### src/rtl/morra_scoreboard.sv
// Morra scoreboard: round and game tallies plus an 8-entry round-history FIFO,
// tracking the game FSMD through its INIZIA/MANCHE/PARTITA outputs.
module morra_scoreboard (
  input  logic       clk,
  input  logic       rst,
  input  logic       INIZIA,
  input  logic [1:0] MANCHE,
  input  logic [1:0] PARTITA,
  input  logic       RD_EN,
  output logic [3:0] P1_ROUNDS,
  output logic [3:0] P2_ROUNDS,
  output logic [3:0] DRAWS,
  output logic [7:0] P1_GAMES,
  output logic [7:0] P2_GAMES,
  output logic [7:0] TIE_GAMES,
  output logic       GAME_OVER,
  output logic [1:0] HIST_DATA,
  output logic [3:0] HIST_COUNT,
  output logic       HIST_EMPTY,
  output logic       HIST_FULL,
  output logic       HIST_OVF
);

  typedef enum logic [1:0] {StIdle, StPlaying, StEnded} state_e;

  state_e state_q, state_d;
  logic   game_over_q, game_over_d;

  logic [3:0] p1_rounds_q, p1_rounds_d;
  logic [3:0] p2_rounds_q, p2_rounds_d;
  logic [3:0] draws_q, draws_d;
  logic [7:0] p1_games_q, p1_games_d;
  logic [7:0] p2_games_q, p2_games_d;
  logic [7:0] tie_games_q, tie_games_d;

  logic [1:0] mem_q [8];
  logic [2:0] wr_ptr_q, wr_ptr_d;
  logic [2:0] rd_ptr_q, rd_ptr_d;
  logic [3:0] count_q, count_d;
  logic       ovf_q, ovf_d;

  logic playing;
  logic push;
  logic pop;
  logic push_ok;
  logic full;

  // Round activity only counts while a game is live and no restart is pending.
  assign playing = (state_q == StPlaying) && !INIZIA;
  assign full    = (count_q == 4'd8);
  assign push    = playing && (MANCHE != 2'b00);
  assign pop     = !INIZIA && RD_EN && (count_q != 4'd0);
  // A pop on the same edge frees the slot, so a full FIFO still accepts the push.
  assign push_ok = push && (!full || pop);

  // State register
  always_ff @(posedge clk) begin
    if (rst) begin
      state_q     <= StIdle;
      game_over_q <= 1'b0;
    end else begin
      state_q     <= state_d;
      game_over_q <= game_over_d;
    end
  end

  // Next-state logic
  always_comb begin
    state_d = state_q;
    if (INIZIA) begin
      state_d = StPlaying;
    end else if ((state_q == StPlaying) && (PARTITA != 2'b00)) begin
      state_d = StEnded;
    end
  end

  // Output decode: registered so GAME_OVER tracks state_q exactly
  always_comb begin
    game_over_d = (state_d == StEnded);
  end

  // Tally next-state with saturation
  always_comb begin
    p1_rounds_d = p1_rounds_q;
    p2_rounds_d = p2_rounds_q;
    draws_d     = draws_q;
    p1_games_d  = p1_games_q;
    p2_games_d  = p2_games_q;
    tie_games_d = tie_games_q;
    if (INIZIA) begin
      p1_rounds_d = 4'd0;
      p2_rounds_d = 4'd0;
      draws_d     = 4'd0;
    end else if (playing) begin
      unique case (MANCHE)
        2'b01:   if (p1_rounds_q != 4'hF) p1_rounds_d = p1_rounds_q + 4'd1;
        2'b10:   if (p2_rounds_q != 4'hF) p2_rounds_d = p2_rounds_q + 4'd1;
        2'b11:   if (draws_q != 4'hF) draws_d = draws_q + 4'd1;
        default: ;
      endcase
      unique case (PARTITA)
        2'b01:   if (p1_games_q != 8'hFF) p1_games_d = p1_games_q + 8'd1;
        2'b10:   if (p2_games_q != 8'hFF) p2_games_d = p2_games_q + 8'd1;
        2'b11:   if (tie_games_q != 8'hFF) tie_games_d = tie_games_q + 8'd1;
        default: ;
      endcase
    end
  end

  // Tally registers
  always_ff @(posedge clk) begin
    if (rst) begin
      p1_rounds_q <= 4'd0;
      p2_rounds_q <= 4'd0;
      draws_q     <= 4'd0;
      p1_games_q  <= 8'd0;
      p2_games_q  <= 8'd0;
      tie_games_q <= 8'd0;
    end else begin
      p1_rounds_q <= p1_rounds_d;
      p2_rounds_q <= p2_rounds_d;
      draws_q     <= draws_d;
      p1_games_q  <= p1_games_d;
      p2_games_q  <= p2_games_d;
      tie_games_q <= tie_games_d;
    end
  end

  // FIFO pointer, occupancy and overflow next-state
  always_comb begin
    wr_ptr_d = wr_ptr_q;
    rd_ptr_d = rd_ptr_q;
    count_d  = count_q;
    ovf_d    = ovf_q;
    if (INIZIA) begin
      wr_ptr_d = 3'd0;
      rd_ptr_d = 3'd0;
      count_d  = 4'd0;
      ovf_d    = 1'b0;
    end else begin
      if (push_ok) wr_ptr_d = wr_ptr_q + 3'd1;
      if (pop)     rd_ptr_d = rd_ptr_q + 3'd1;
      if (push && !push_ok) ovf_d = 1'b1;
      if (push_ok && !pop) begin
        count_d = count_q + 4'd1;
      end else if (pop && !push_ok) begin
        count_d = count_q - 4'd1;
      end
    end
  end

  // FIFO control registers
  always_ff @(posedge clk) begin
    if (rst) begin
      wr_ptr_q <= 3'd0;
      rd_ptr_q <= 3'd0;
      count_q  <= 4'd0;
      ovf_q    <= 1'b0;
    end else begin
      wr_ptr_q <= wr_ptr_d;
      rd_ptr_q <= rd_ptr_d;
      count_q  <= count_d;
      ovf_q    <= ovf_d;
    end
  end

  // FIFO storage; contents need no reset since HIST_DATA is masked when empty
  always_ff @(posedge clk) begin
    if (!rst && push_ok) begin
      mem_q[wr_ptr_q] <= MANCHE;
    end
  end

  assign P1_ROUNDS  = p1_rounds_q;
  assign P2_ROUNDS  = p2_rounds_q;
  assign DRAWS      = draws_q;
  assign P1_GAMES   = p1_games_q;
  assign P2_GAMES   = p2_games_q;
  assign TIE_GAMES  = tie_games_q;
  assign GAME_OVER  = game_over_q;
  assign HIST_COUNT = count_q;
  assign HIST_EMPTY = (count_q == 4'd0);
  assign HIST_FULL  = full;
  assign HIST_OVF   = ovf_q;
  assign HIST_DATA  = (count_q == 4'd0) ? 2'b00 : mem_q[rd_ptr_q];

endmodule

### config.mk
export PLATFORM = sky130hd
export DESIGN_NAME = morra_scoreboard
export DESIGN_NICKNAME = d
export VERILOG_FILES = /design/src/rtl/morra_scoreboard.sv
export SDC_FILE = /design/constraint.sdc
export NUM_CORES = 1
export LEC_CHECK = 0
export BUFFER_PORTS_ARGS = -buffer_cell sky130_fd_sc_hd__buf_4
export CORE_ASPECT_RATIO = 1.2
export CORE_MARGIN = 1
export CORE_UTILIZATION = 50
export CTS_CLUSTER_DIAMETER = 100
export DETAILED_ROUTE_END_ITERATION = 7
export PLACE_DENSITY = 0.72
export REMOVE_ABC_BUFFERS = 1
export SYNTH_ARGS = -nofsm -noshare
export SYNTH_HDL_FRONTEND = slang
export SYNTH_SLANG_ARGS = --single-unit
### constraint.sdc
create_clock -name clk -period 3.95 [get_ports clk]
set_input_delay 1.185 -clock clk [delete_from_list [all_inputs] [get_ports clk]]
set_output_delay 1.185 -clock clk [all_outputs]
set_load 0.05 [all_outputs]
; Word level (Yosys, flattened, before mapping)
; Memories as Yosys holds them, arrays and structs flattened. A register that Yosys moved wholly into a read port is not among the register bits.
; Index checks and enable logic that the tools add are counted.
[totals]
input_bits = 8
mem_bits_rw = 16
register_bits = 50
wordCells = 76
output_inout_bits = 46
n_memories = 1
[mem_list]
columns = name, words, width, read_ports, rd_clocked_by_memory_dff, write_ports, line
row1 = mem_q, 8, 2, 1, 1, 1, 36  ; logic [1:0] mem_q [8];
[op_classes]
eq_ne = 15
addsub = 10
muxes = 9
reduce_logical = 28
bitwise_logic = 1
[op_table]
columns = operator, count
row1 = $add 8x1->8 const B, 3
row2 = $ne 8x8->1 const B, 3
row3 = $add 4x1->4 const B, 4
row4 = $ne 4x4->1 const B, 3
row5 = $reduce_and 4->1, 3
row6 = $eq 2x2->1 const B, 5
row7 = $logic_and 1x1->1, 10
row8 = $reduce_and 3->1, 3
row9 = $mux 4, 2
row10 = $add 3x1->3 const B, 2
row11 = $eq 2x1->1 const B, 3
row12 = $mux 2, 3
row13 = $mux 3, 2
row14 = $reduce_bool 2->1, 3
row15 = $logic_not 1->1, 5
row16 = $eq 4x4->1 const B, 1
row17 = $logic_not 4->1, 1
row18 = $reduce_bool 4->1, 1
row19 = $sub 4x1->4 const B, 1
row20 = $mux 1, 2
row21 = $reduce_or 2->1, 1
row22 = $logic_or 1x1->1, 1
row23 = $not 1->1, 1

; Logic depth before layout (Yosys ltp)
[depth]
word_depth = 9
mapped_depth = 12
mapped_depth_nobuf = 11

; Worst setup path after synthesis
; No wires, ideal clock.
[synth_path]
path_type = register -> register
startpoint = register count_q[3], in the netlist HIST_COUNT[3]
endpoint = register count_q[3], in the netlist HIST_COUNT[3]
n_path_buf = 0
path_stages_with_launch = 12
synth_period_minus_slack_ns = 4.213
arrival_ns = 4.097
slack_ns = -0.263
setup_time_ns = 0.116
t_required_ns = 3.834
cell_sequence = dfxtp_1 > nor4b_1 > nand2_1 > nand2_1 > inv_2 > ha_1 > inv_1 > ha_1 > a21oi_1 > a211o_1 > a211oi_1 > a31o_2
[synth_between]
elab_chain_cells = 7
word_cells_on_any_way = 15
cone_classes = add/sub (2) / eq/ne (1) / mux (2) / reduce/logical (10)
[synth_rtl]
columns = element, line
row1 = "start, declared", 39  ; logic [3:0] count_q, count_d;
row2 = "start signal, assigned", 162  ; count_q <= count_d;
row3 = $eq 4x4->1 *, 50  ; assign full = (count_q == 4'd8);
row4 = via HIST_FULL, 20  ; output logic HIST_FULL,
row5 = $logic_not 1->1 *, 54  ; assign push_ok = push && (!full || pop);
row6 = $logic_or 1x1->1 *, 54
row7 = $logic_and 1x1->1 *, 54
row8 = $logic_not 1->1, 146  ; end else if (pop && !push_ok) begin
row9 = $logic_and 1x1->1, 146
row10 = $reduce_bool 2->1 (no source line), n/a
; The timed path passes the listed nets; every way through them passes the cells marked *. The select of a mux whose other input is x is not followed.
; A chain may end at the register's enable or synchronous reset.

; Worst setup path after layout
[layout_path]
startpoint = input port INIZIA
endpoint = register count_q[3], in the netlist HIST_COUNT[3]
[layout_between]
elab_chain_cells = 8
word_cells_on_any_way = 14
cone_classes = mux (1) / reduce/logical (13)
[layout_rtl]
columns = element, line
row1 = "start, declared", 6  ; input logic INIZIA,
row2 = $logic_not 1->1, "49, 52"
row3 = $logic_and 1x1->1 (2 in a row), 52  ; assign pop = !INIZIA && RD_EN && (count_q != 4'd0);
row4 = $logic_or 1x1->1, 54
row5 = $logic_and 1x1->1, 54
row6 = $logic_not 1->1, 146
row7 = $logic_and 1x1->1, 146
row8 = $reduce_bool 2->1 (no source line), n/a
; Parallel ways exist; a longest one is shown, timed or not.

==> flow_metrics.env <==
export IMPL_outcome="completed"
export IMPL_async_reset_ff_share_pct=0
export IMPL_maxSlewViolCount=0
export IMPL_via_per_inst=5.544
export IMPL_regArea_mm2=0.001541
export IMPL_drcViolationCount=0
export IMPL_multi_input_area_mm2=0.001654
export IMPL_clk_pin_slew_ns=0.08
export IMPL_io_buffers=53
export IMPL_fill_cells=511
export IMPL_drt_wl_total_um=6396
export IMPL_grt_pass1_wl_um=10920
export IMPL_ctsHtreeMaxLevel=3
export IMPL_cpMostUsedCell="ha_1"
export IMPL_synth_common_cells="dfxtp_1, nor2_1, a21oi_1, nand3_1"
export IMPL_wl_met2_um=3227
export IMPL_synth_most_common_cell="dfxtp_1"
export IMPL_grt_use_total_pct=20.49
export IMPL_synth_cell_types=61
export IMPL_overflow=0
export IMPL_die_w_um=75.81
export IMPL_hold_class="reg -> reg"
export IMPL_first_iter_violations=158
export IMPL_die_h_um=90.57
export IMPL_min_period_ns=3.160
export IMPL_ctsResizeCount=0
export IMPL_yosys_most_used_dff="dfxtp_1"
export IMPL_wl_met3_um=242
export IMPL_peakVddDrop_mv=0.2898
export IMPL_clk_path_buf_depth=2
export IMPL_critPathMaxFanout=10
export IMPL_synthesis_area_mm2=0.003268
export IMPL_ys_seq_area_share_pct=47.17
export IMPL_final_hold_viol_count=0
export IMPL_synth_edf_count=16
export IMPL_drive_gt1_share_pct=23.50
export IMPL_antenna_found_initial=0
export IMPL_postCtsHoldBufs=0
export IMPL_num_io_pins=54
export IMPL_drt_met1_wl_um=2830
export IMPL_routedWlPerCell_um=13.75
export IMPL_cts_made_buffers=9
export IMPL_postCtsSetupBuffers=0
export IMPL_clock_sinks=69
export IMPL_total_leakage_power_nw=1.530
export IMPL_max_freq_ghz=0.3164
export IMPL_yosysTopAreaCellShare_pct=32.47
export IMPL_grt_setup_unrepaired="no"
export IMPL_dieArea_mm2=0.006865
export IMPL_worstPathCellList="buf_4 -> or3b_1 -> nor2_1 -> nand2_1 -> inv_2 -> ha_1 -> inv_1 -> ha_1 -> a21oi_1 -> a211o_1 -> a211oi_1 -> a31o_2"
export IMPL_cts_tree="done"
export IMPL_min_period_over_period_pct=80.01
export IMPL_diodes=0
export IMPL_critPathKind="in -> reg"
export IMPL_synth_area_top_cells="dfxtp_1, edfxtp_1, nor2_1, ha_1, mux4_2"
export IMPL_area_growth_pct=20.75
export IMPL_maxUsedRoutingLayer="met4"
export IMPL_r2r_slack_ns=1.11
export IMPL_cp_data_arrival_time_ns=3.44
export IMPL_clock_skew_ns=0.007090
export IMPL_drtAntennaViolNets=0
export IMPL_setup_viol_count_final=0
export IMPL_critPathRequiredTime_ns=4.23
export IMPL_cap_violations=0
export IMPL_fin_hold_ws_ns=0.4907
export IMPL_via_count=2578
export IMPL_syn_avg_cell_area_um2=10.09
export IMPL_slowest_delay_ns=0.37
export IMPL_initial_core_util_pct=52.99
export IMPL_crit_path_end_kind="flop"
export IMPL_gp_congestion=0.7915
export IMPL_dp_hpwl_um=4588
export IMPL_fp_coreArea_mm2=0.006167
export IMPL_startpoint_type="input pin"
export IMPL_grt_max_degree=40
export IMPL_grt_pass1_vias=2429
export IMPL_drtPass1Iterations=4
export IMPL_relSlewSlack_pct=56.03
export IMPL_clockRootBuffer="clkbuf_8"
export IMPL_fin_nets=398
export IMPL_powerDensity_mw_per_mm2=370.8
export IMPL_tightestPinTransition_ns=0.6430
export IMPL_syn_inst=324
export IMPL_insertion_delay_ns=0.33
export IMPL_rows=31
export IMPL_yosys_area_top_type="dfxtp_1"
export IMPL_worst_path_max_delay_cell="or3b_1"
export IMPL_report_power_total_w=0.001463
export IMPL_ys_seq_elements=69
export IMPL_ys_warn_count=0
## registers in the layout, indices dropped and copies added, names as in the netlist, named ones only
| register | cells |
|---|---|
| HIST_COUNT | 4 |
| wr_ptr_q | 3 |
| P1_ROUNDS | 4 |
| TIE_GAMES | 8 |
| state_q | 2 |
| DRAWS | 4 |
| HIST_OVF | 1 |
| rd_ptr_q | 3 |
| P2_GAMES | 8 |
| P2_ROUNDS | 4 |
| mem_q | 16 |
| P1_GAMES | 8 |
| GAME_OVER | 1 |
## cell type report
cell class | count | area share, %
inverters | 7 | 0.6658
clock buffers | 10 | 3.488
repair buffers | 53 | 10.08
well taps | 82 | 2.600
multi-input cells | 238 | 41.92
flip-flops and latches | 69 | 39.06
clock inverters | 6 | 2.188
## power by group
part | internal, W | total (W) | switching [W]
logic | 0.0000332 | 0.0000961 | 0.0000629
clock network | 0.000371 | 0.000634 | 0.000263
registers | 0.000725 | 0.000733 | 0.00000717
## per-stage QoR
| step | area [um2] | setup TNS, ns | utilization (%) | instances | worst slack (ns) |
|---|---|---|---|---|---|
| after global routing | 3946 | 0 | 63.99 | 465 | 0.5980 |
| final | 3946 | 0 | 63.99 | 465 | 0.7896 |
| after detailed placement | 3722 | 0 | 60.36 | 449 | 0.4605 |
| after floorplan | 3222 | -0.2631 | - | 314 | -0.2631 |
| after global placement | 3722 | 0 | 60.36 | 449 | 0.5476 |
| after CTS | 3946 | 0 | 63.99 | 465 | 0.8157 |
## layer usage
layer / up-vias / global-route usage [%]
met1: 1219 / 26.19
li1: 1297 / -
met4: 0 / 7.253
met5: - / 0
met2: 53 / 32.60
met3: 9 / 5.469
## path summary, 6_finish.rpt
check,startpoint,to,cells past startpoint
max,INIZIA,HIST_COUNT[3],12
min,HIST_OVF,HIST_OVF,1
max reg2reg,HIST_COUNT[0],HIST_COUNT[3],11
min reg2reg,HIST_OVF,HIST_OVF,1
## kinds of logic (layout without fill, tap and decap cells)
| family | after synthesis | after routing | share of synthesized area, % |
|---|---|---|---|
| simple gates | 142 | 142 | 24.12 |
| mux | 17 | 17 | 6.930 |
| fa+ha+maj | 12 | 12 | 4.824 |
| buf+inv | 17 | 76 | 2.220 |
| flops | 69 | 69 | 47.17 |
| compound gates | 53 | 53 | 10.99 |
| xor+xnor | 14 | 14 | 3.752 |
## layout by cell type, fill, tap and decap left out, types with 8 or more instances in the layout
cell	n
buf_4	53
edfxtp_1	16
mux2i_1	8
clkbuf_8	10
dfxtp_1	53
a21oi_1	17
xor2_1	9
nand2_1	16
nand3_1	17
ha_1	11
nor2_1	47
## worst max-delay path: cells and delay by family
family / cells / cell delay, ns
adder cells (fa/ha/maj): 2 / 0.51
buffers and inverters: 3 / 0.37
AO/OA/AOI/OAI: 4 / 0.76
AND/OR/NAND/NOR: 3 / 0.61
Note: power is estimated with default switching activity, not from simulation.
